## src/rtl/ram_copy_dma_16_8_if.sv

```systemverilog
// Bundle of control, status and RAM-port signals between the copy engine and its environment.
// start is a level request with no ready: it is honoured only while the engine is idle; busy/done report progress.
interface ram_copy_dma_16_8_if #(
    parameter int ADD_SIZE  = 4,
    parameter int RAM_WIDTH = 8
);
    logic                 start;
    logic [ADD_SIZE-1:0]  src_add;
    logic [ADD_SIZE-1:0]  dst_add;
    logic [ADD_SIZE:0]    len;
    logic                 busy;
    logic                 done;
    logic [ADD_SIZE:0]    count;
    logic                 ram_read;
    logic                 ram_write;
    logic [ADD_SIZE-1:0]  ram_rd_add;
    logic [ADD_SIZE-1:0]  ram_wr_add;
    logic [RAM_WIDTH-1:0] ram_d_in;
    logic [RAM_WIDTH-1:0] ram_d_out;
    logic [2:0]           fsm_state;

    modport master (
        output start, src_add, dst_add, len, ram_d_out,
        input  busy, done, count, ram_read, ram_write,
               ram_rd_add, ram_wr_add, ram_d_in, fsm_state
    );

    modport slave (
        input  start, src_add, dst_add, len, ram_d_out,
        output busy, done, count, ram_read, ram_write,
               ram_rd_add, ram_wr_add, ram_d_in, fsm_state
    );
endinterface

```

## src/rtl/ram_copy_dma_16_8.sv

```systemverilog
// Word-by-word RAM-to-RAM copy engine: read, capture, write per word, forward order, addresses wrap.
// Every output is a flop; the FSM state is exported on fsm_state for observation.
module ram_copy_dma_16_8 #(
    parameter int ADD_SIZE  = 4,
    parameter int RAM_WIDTH = 8,
    parameter int RAM_DEPTH = 16
) (
    input  logic                    clk,
    input  logic                    rst,
    ram_copy_dma_16_8_if.slave      bus
);

    typedef enum logic [2:0] {
        IDLE = 3'd0,
        RD   = 3'd1,
        CAP  = 3'd2,
        WR   = 3'd3,
        DONE = 3'd4
    } state_t;

    localparam logic [ADD_SIZE:0] MAX_LEN = (ADD_SIZE + 1)'(RAM_DEPTH);

    state_t               state;
    logic [ADD_SIZE-1:0]  src_q;
    logic [ADD_SIZE-1:0]  dst_q;
    logic [ADD_SIZE:0]    len_q;
    logic [ADD_SIZE:0]    count_q;
    logic [RAM_WIDTH-1:0] data_q;
    logic                 busy_q;
    logic                 done_q;
    logic                 rd_q;
    logic                 wr_q;
    logic [ADD_SIZE-1:0]  rd_add_q;
    logic [ADD_SIZE-1:0]  wr_add_q;

    logic [ADD_SIZE:0]    len_clamped;
    logic [ADD_SIZE:0]    count_next;
    logic [ADD_SIZE-1:0]  count_lo;
    logic [ADD_SIZE-1:0]  next_lo;

    // Address offsets use only the low bits of count, which gives the modulo-depth wrap for free.
    assign len_clamped = (bus.len > MAX_LEN) ? MAX_LEN : bus.len;
    assign count_next  = count_q + (ADD_SIZE + 1)'(1);
    assign count_lo    = count_q[ADD_SIZE-1:0];
    assign next_lo     = count_next[ADD_SIZE-1:0];

    always_ff @(posedge clk) begin
        if (rst) begin
            state    <= IDLE;
            src_q    <= '0;
            dst_q    <= '0;
            len_q    <= '0;
            count_q  <= '0;
            data_q   <= '0;
            busy_q   <= 1'b0;
            done_q   <= 1'b0;
            rd_q     <= 1'b0;
            wr_q     <= 1'b0;
            rd_add_q <= '0;
            wr_add_q <= '0;
        end else begin
            case (state)
                IDLE: begin
                    if (bus.start) begin
                        src_q   <= bus.src_add;
                        dst_q   <= bus.dst_add;
                        len_q   <= len_clamped;
                        count_q <= '0;
                        if (len_clamped != '0) begin
                            state    <= RD;
                            busy_q   <= 1'b1;
                            rd_q     <= 1'b1;
                            rd_add_q <= bus.src_add;
                        end else begin
                            state  <= DONE;
                            done_q <= 1'b1;
                        end
                    end
                end
                RD: begin
                    rd_q  <= 1'b0;
                    state <= CAP;
                end
                CAP: begin
                    // Read data arrives the cycle after ram_read; the register doubles as the write data.
                    data_q   <= bus.ram_d_out;
                    wr_q     <= 1'b1;
                    wr_add_q <= dst_q + count_lo;
                    state    <= WR;
                end
                WR: begin
                    wr_q    <= 1'b0;
                    count_q <= count_next;
                    if (count_next < len_q) begin
                        state    <= RD;
                        rd_q     <= 1'b1;
                        rd_add_q <= src_q + next_lo;
                    end else begin
                        state  <= DONE;
                        busy_q <= 1'b0;
                        done_q <= 1'b1;
                    end
                end
                DONE: begin
                    done_q <= 1'b0;
                    state  <= IDLE;
                end
                default: begin
                    state <= IDLE;
                end
            endcase
        end
    end

    assign bus.busy       = busy_q;
    assign bus.done       = done_q;
    assign bus.count      = count_q;
    assign bus.ram_read   = rd_q;
    assign bus.ram_write  = wr_q;
    assign bus.ram_rd_add = rd_add_q;
    assign bus.ram_wr_add = wr_add_q;
    assign bus.ram_d_in   = data_q;
    assign bus.fsm_state  = state;

endmodule

```

## src/flat_wrapper.sv

```systemverilog
// flat-port wrapper written by rule: the top's interface ports become plain ports
module ram_copy_dma_16_8_flat 
#(
    parameter int ADD_SIZE  = 4,
    parameter int RAM_WIDTH = 8,
    parameter int RAM_DEPTH = 16
)
  (clk, rst, bus_start, bus_src_add, bus_dst_add, bus_len, bus_ram_d_out, bus_busy, bus_done, bus_count, bus_ram_read, bus_ram_write, bus_ram_rd_add, bus_ram_wr_add, bus_ram_d_in, bus_fsm_state);
  ram_copy_dma_16_8_if #(.ADD_SIZE(ADD_SIZE), .RAM_WIDTH(RAM_WIDTH)) bus_i ();
  input  logic clk;
  input  logic rst;
  input wire logic [$bits(bus_i.start)-1:0] bus_start;
  input wire logic [$bits(bus_i.src_add)-1:0] bus_src_add;
  input wire logic [$bits(bus_i.dst_add)-1:0] bus_dst_add;
  input wire logic [$bits(bus_i.len)-1:0] bus_len;
  input wire logic [$bits(bus_i.ram_d_out)-1:0] bus_ram_d_out;
  output wire logic [$bits(bus_i.busy)-1:0] bus_busy;
  output wire logic [$bits(bus_i.done)-1:0] bus_done;
  output wire logic [$bits(bus_i.count)-1:0] bus_count;
  output wire logic [$bits(bus_i.ram_read)-1:0] bus_ram_read;
  output wire logic [$bits(bus_i.ram_write)-1:0] bus_ram_write;
  output wire logic [$bits(bus_i.ram_rd_add)-1:0] bus_ram_rd_add;
  output wire logic [$bits(bus_i.ram_wr_add)-1:0] bus_ram_wr_add;
  output wire logic [$bits(bus_i.ram_d_in)-1:0] bus_ram_d_in;
  output wire logic [$bits(bus_i.fsm_state)-1:0] bus_fsm_state;
  assign bus_i.start = bus_start;
  assign bus_i.src_add = bus_src_add;
  assign bus_i.dst_add = bus_dst_add;
  assign bus_i.len = bus_len;
  assign bus_i.ram_d_out = bus_ram_d_out;
  assign bus_busy = bus_i.busy;
  assign bus_done = bus_i.done;
  assign bus_count = bus_i.count;
  assign bus_ram_read = bus_i.ram_read;
  assign bus_ram_write = bus_i.ram_write;
  assign bus_ram_rd_add = bus_i.ram_rd_add;
  assign bus_ram_wr_add = bus_i.ram_wr_add;
  assign bus_ram_d_in = bus_i.ram_d_in;
  assign bus_fsm_state = bus_i.fsm_state;
  ram_copy_dma_16_8 #(.ADD_SIZE(ADD_SIZE), .RAM_WIDTH(RAM_WIDTH), .RAM_DEPTH(RAM_DEPTH)) u_core (.clk(clk), .rst(rst), .bus(bus_i));
endmodule
```

## config.mk

```make
export PLATFORM = sky130hd
export DESIGN_NAME = ram_copy_dma_16_8_flat
export DESIGN_NICKNAME = d
export VERILOG_FILES = /design/src/rtl/ram_copy_dma_16_8_if.sv /design/src/rtl/ram_copy_dma_16_8.sv /design/src/flat_wrapper.sv
export SDC_FILE = /design/constraint.sdc
export NUM_CORES = 1
export LEC_CHECK = 0
export BUFFER_PORTS_ARGS = -buffer_cell sky130_fd_sc_hd__buf_2
export CELL_PAD_IN_SITES_DETAIL_PLACEMENT = 0
export CELL_PAD_IN_SITES_GLOBAL_PLACEMENT = 1
export CORE_MARGIN = 2
export CORE_UTILIZATION = 25
export CTS_BUF_LIST = sky130_fd_sc_hd__clkbuf_4 sky130_fd_sc_hd__clkbuf_8
export DETAILED_ROUTE_END_ITERATION = 7
export HOLD_SLACK_MARGIN = 0.06
export PLACE_DENSITY = 0.6
export SETUP_SLACK_MARGIN = 0.4
export SLEW_MARGIN = 0
export SYNTH_ARGS = -nofsm -noshare
export SYNTH_HDL_FRONTEND = slang
export SYNTH_SLANG_ARGS = --single-unit
```

## constraint.sdc

```tcl
create_clock -name clk -period 3.8 [get_ports clk]
set_input_delay 0.38 -clock clk [delete_from_list [all_inputs] [get_ports clk]]
set_output_delay 0.38 -clock clk [all_outputs]
set_load 0.005 [all_outputs]
```

==> summary.txt <==
Run status
  – Result of the run: finished, final reports clean

Floorplanning
  – Die area: ~8900 µm²
  – Die Height: approximately 94 µm
  – Die width: approximately 94 µm
  – IO Count: 52
  – FP Rows: 32
  – Core box area: between 7000 and 8000 µm²
  – Initial Utilization: a little over a quarter

Synthesis
  – Cell count after synthesis: 242
  – Number of flops mapped to enable cells by yosys: 0
  – Synthesized area: around 2000 µm²
  – Syn nets: between 200 and 300
  – Asr flop ratio synth: 0%
  – Sequential-to-total area share from yosys stat: between 40% and 50%
  – Distinct cell type count after synthesis: 41
  – Yosys top cell area share: between 40% and 50%
  – Post-synth top flop: dfxtp_1
  – Synthesized area per cell: around 8.4 µm²
  – Yosys warning count: 0
  – Seq cells post-synth: 41
  – Area leader, netlist: dfxtp_1
  – Largest cells by area after synthesis: dfxtp_1, nand2_1, a21oi_1

Clocking
  – Post-CTS setup buffers: 0
  – Cts repair resizes: 0
  – Clk sinks: ~40
  – Bufs on Longest Clock Path: 2
  – H-tree depth: 2
  – Worst-path clk slew: 0.09 ns
  – Inserted Clock Buffers: 5
  – Clock root buffer: clkbuf_8
  – Post-CTS Hold Buffers: 0
  – Clock Latency Late Sink: approximately 0.31 ns
  – CTS tree: yes

Timing
  – Final Setup Violations: 0
  – Worst-margin pin slew: approximately 0.88 ns
  – F_max: between 0.4 and 0.5 GHz
  – Clock Skew: around 0.0095 ns
  – Fin. Hold Viols: 0
  – Slew Limit Fails: 0
  – Setup TNS: 0 ns
  – Slew HR: about two fifths
  – Minimum clock period: between 2 and 2.5 ns
  – Period utilization: approximately three fifths
  – RSZ-0062 raised after global routing: no

Power and ir drop
  – Pwr dens: 465 nW/µm²
  – Worst vdd ir: around 180 µV
  – Leak Pwr: ~1.1 nW

Finish
  – ANT cells: 0
  – Layout cells sized above 1: between 20% and 30%
  – Fillers: about 860
  – Cell area after layout: between 2000 and 2500 µm²
  – Area of the multi-input gates: around 1100 µm²
  – Fin util: a little under a third
  – Area Overhead vs Synth: 21.0%
  – Fin nets: roughly 330
  – Seq. cell area: 821 µm²

GRT
  – GR Overflow Total: 0
  – Met2 usage: between 10% and 20%
  – First-pass GRT wire length: 8.58 mm
  – Antenna violations before repair: 0
  – GR Layer Usage met3: under 10%
  – Gr usage total: between 10% and 20%
  – Largest net degree at the start of global routing: between 40 and 50
  – Vias in the first global route: 1699
  – GRT met1 Usage: between 10% and 20%
  – GRT Max-Usage Layer: met2

Worst setup path
  – Worst Path Required: 4.05 ns
  – Critical Path End Type: flip-flop
  – Worst Path Buf+Inv: 0
  – CP top delay family: compound AO/OA/AOI/OAI gates
  – Worst r2r path cells: 8
  – Most common cell on crit path: ha_1
  – Worst Setup Start Kind: flip-flop
  – CP Class: reg -> reg
  – Critical Path AT: 2.58 ns
  – Stages on worst setup path: 8
  – Worst stage delay on the critical path: between 0.4 and 0.5 ns
  – CP max FO: 8
  – CP max stage cell: dfxtp_1
  – Crit-path cells: ha_1, xor2_1, ha_1, a21o_1, a31oi_2, o21ai_1, a211oi_1, o21a_1

Route
  – Drt first pass iters: 4
  – Routed WL per cell: 13.4 µm
  – Vias: roughly 1800
  – Initial DRC Count: 62
  – Detail Route Antenna Nets: 0
  – Final Routed Wirelength: ~5.2 mm
  – Post-route DRC: 0
  – Vias per cell: about 4.5

Placement
  – Post-DP HPWL: around 3.8 mm
  – # port buffers: 51
  – DP Area: 2350 µm²
  – Placer's final routability congestion estimate: roughly 0.7

Min path
  – Worst min path class: in -> reg
  – Worst Hold Path Cells: 3

Job
  – Max-cap viol count: 0
[where the power goes]
group	internal, mW	leakage (nW)	switching (mW)	total, mW
logic	0.106	0.670	0.148	0.253
clock network	0.214	0.0574	0.164	0.378
registers	0.476	0.335	0.0394	0.515
total	0.795	1.06	0.351	1.15
[registers in the layout (all words and copies together), names as in the netlist]
name	count
u_core.bus.busy	1
u_core.bus.count	5
u_core.bus.done	1
u_core.bus.fsm_state	3
u_core.bus.ram_d_in	8
u_core.bus.ram_rd_add	4
u_core.bus.ram_read	1
u_core.bus.ram_wr_add	4
u_core.bus.ram_write	1
u_core.dst_q	4
u_core.len_q	5
u_core.src_q	4
[worst min-delay path, delay by kind of cell]
family / cells / cell delay (ns)
buffers and inverters: 1 / 0.09
and+or+nand+nor: 1 / 0.04
AOI/OAI and AO/OA: 1 / 0.05
[Yosys cell counts, types with 2 or more instances]
cell,number
nand2_1,58
dfxtp_1,41
a21oi_1,31
nor2_1,15
ha_1,11
inv_1,10
nor3_1,7
xnor2_1,6
clkbuf_1,5
nand3b_1,5
a211oi_1,4
a311oi_1,4
nand3_1,4
a21o_1,3
a22oi_1,3
buf_2,3
buf_6,3
a31oi_1,2
fa_1,2
nor2_2,2
o21ai_0,2
o21ai_1,2
[final cells by class]
class | instances | area share [%]
clock inverters | 2 | 1.52
multi-input cells | 178 | 44.6
clock buffers | 6 | 3.35
repair buffers | 51 | 10.4
well taps | 102 | 5.18
inverters | 11 | 1.67
flip-flops and latches | 41 | 33.3
[worst paths after layout]
| path | startpoint | endpoint | slack, ns |
|---|---|---|---|
| hold / removal | bus_ram_d_out[2] | u_core.bus.ram_d_in[2]$_SDFFE_PP0P_ | 0.30 |
| setup / recovery | u_core.bus.count[0]$_SDFFE_PP0P_ | u_core.bus.ram_read$_SDFFE_PP0P_ | 1.47 |
| setup reg to reg | u_core.bus.count[0]$_SDFFE_PP0P_ | u_core.bus.ram_read$_SDFFE_PP0P_ | 1.47 |
| hold reg to reg | u_core.bus.ram_d_in[2]$_SDFFE_PP0P_ | u_core.bus.ram_d_in[2]$_SDFFE_PP0P_ | 0.45 |
[layer usage]
metal  up-vias  part of all wire, %  routed length [µm]
met4         0                  1.4                  72
met5         -                    0                   0
met2        35                   45                2370
li1        911                    -                   -
met3         5                  4.8                 253
met1       805                   49                2540
[logic make-up (layout without fill, tap and decap cells)]
logic type / count (synthesis) / after routing / synth area share [%]
fa+ha+maj: 13 / 13 / 8.72
xor+xnor: 9 / 9 / 4.91
flops: 41 / 41 / 40.3
buf+inv: 23 / 70 / 5.71
compound gates: 59 / 59 / 18.8
simple gates: 97 / 97 / 21.6
[layout by cell type, fill, tap and decap left out, types with 2 or more instances in the layout]
cell      Yosys  final
a211oi_1      4      4
a21o_1        3      3
a21oi_1      31     31
a22oi_1       3      3
a311oi_1      4      4
a31oi_1       2      2
buf_2         3     51
clkbuf_8      0      6
dfxtp_1      41     41
fa_1          2      2
ha_1         11     11
inv_1        10     10
nand2_1      58     58
nand3_1       4      4
nand3b_1      5      5
nor2_1       15     15
nor2_2        2      2
nor3_1        7      7
o21ai_0       2      2
o21ai_1       2      2
xnor2_1       6      6
[per-stage QoR]
step / worst slack (ns) / cells / total power [mW] / hold WS, ns
floorplan: 1.69 / 242 / 0.698 / 0.432
CTS: 1.46 / 391 / 1.17 / 0.297
global placement: 1.56 / 383 / 0.783 / 0.437
detailed placement: 1.49 / 383 / 0.785 / 0.445
global route: 1.26 / 391 / 1.22 / 0.292
finish: 1.47 / 391 / 1.15 / 0.299
Note: power is estimated with default switching activity, not from simulation.
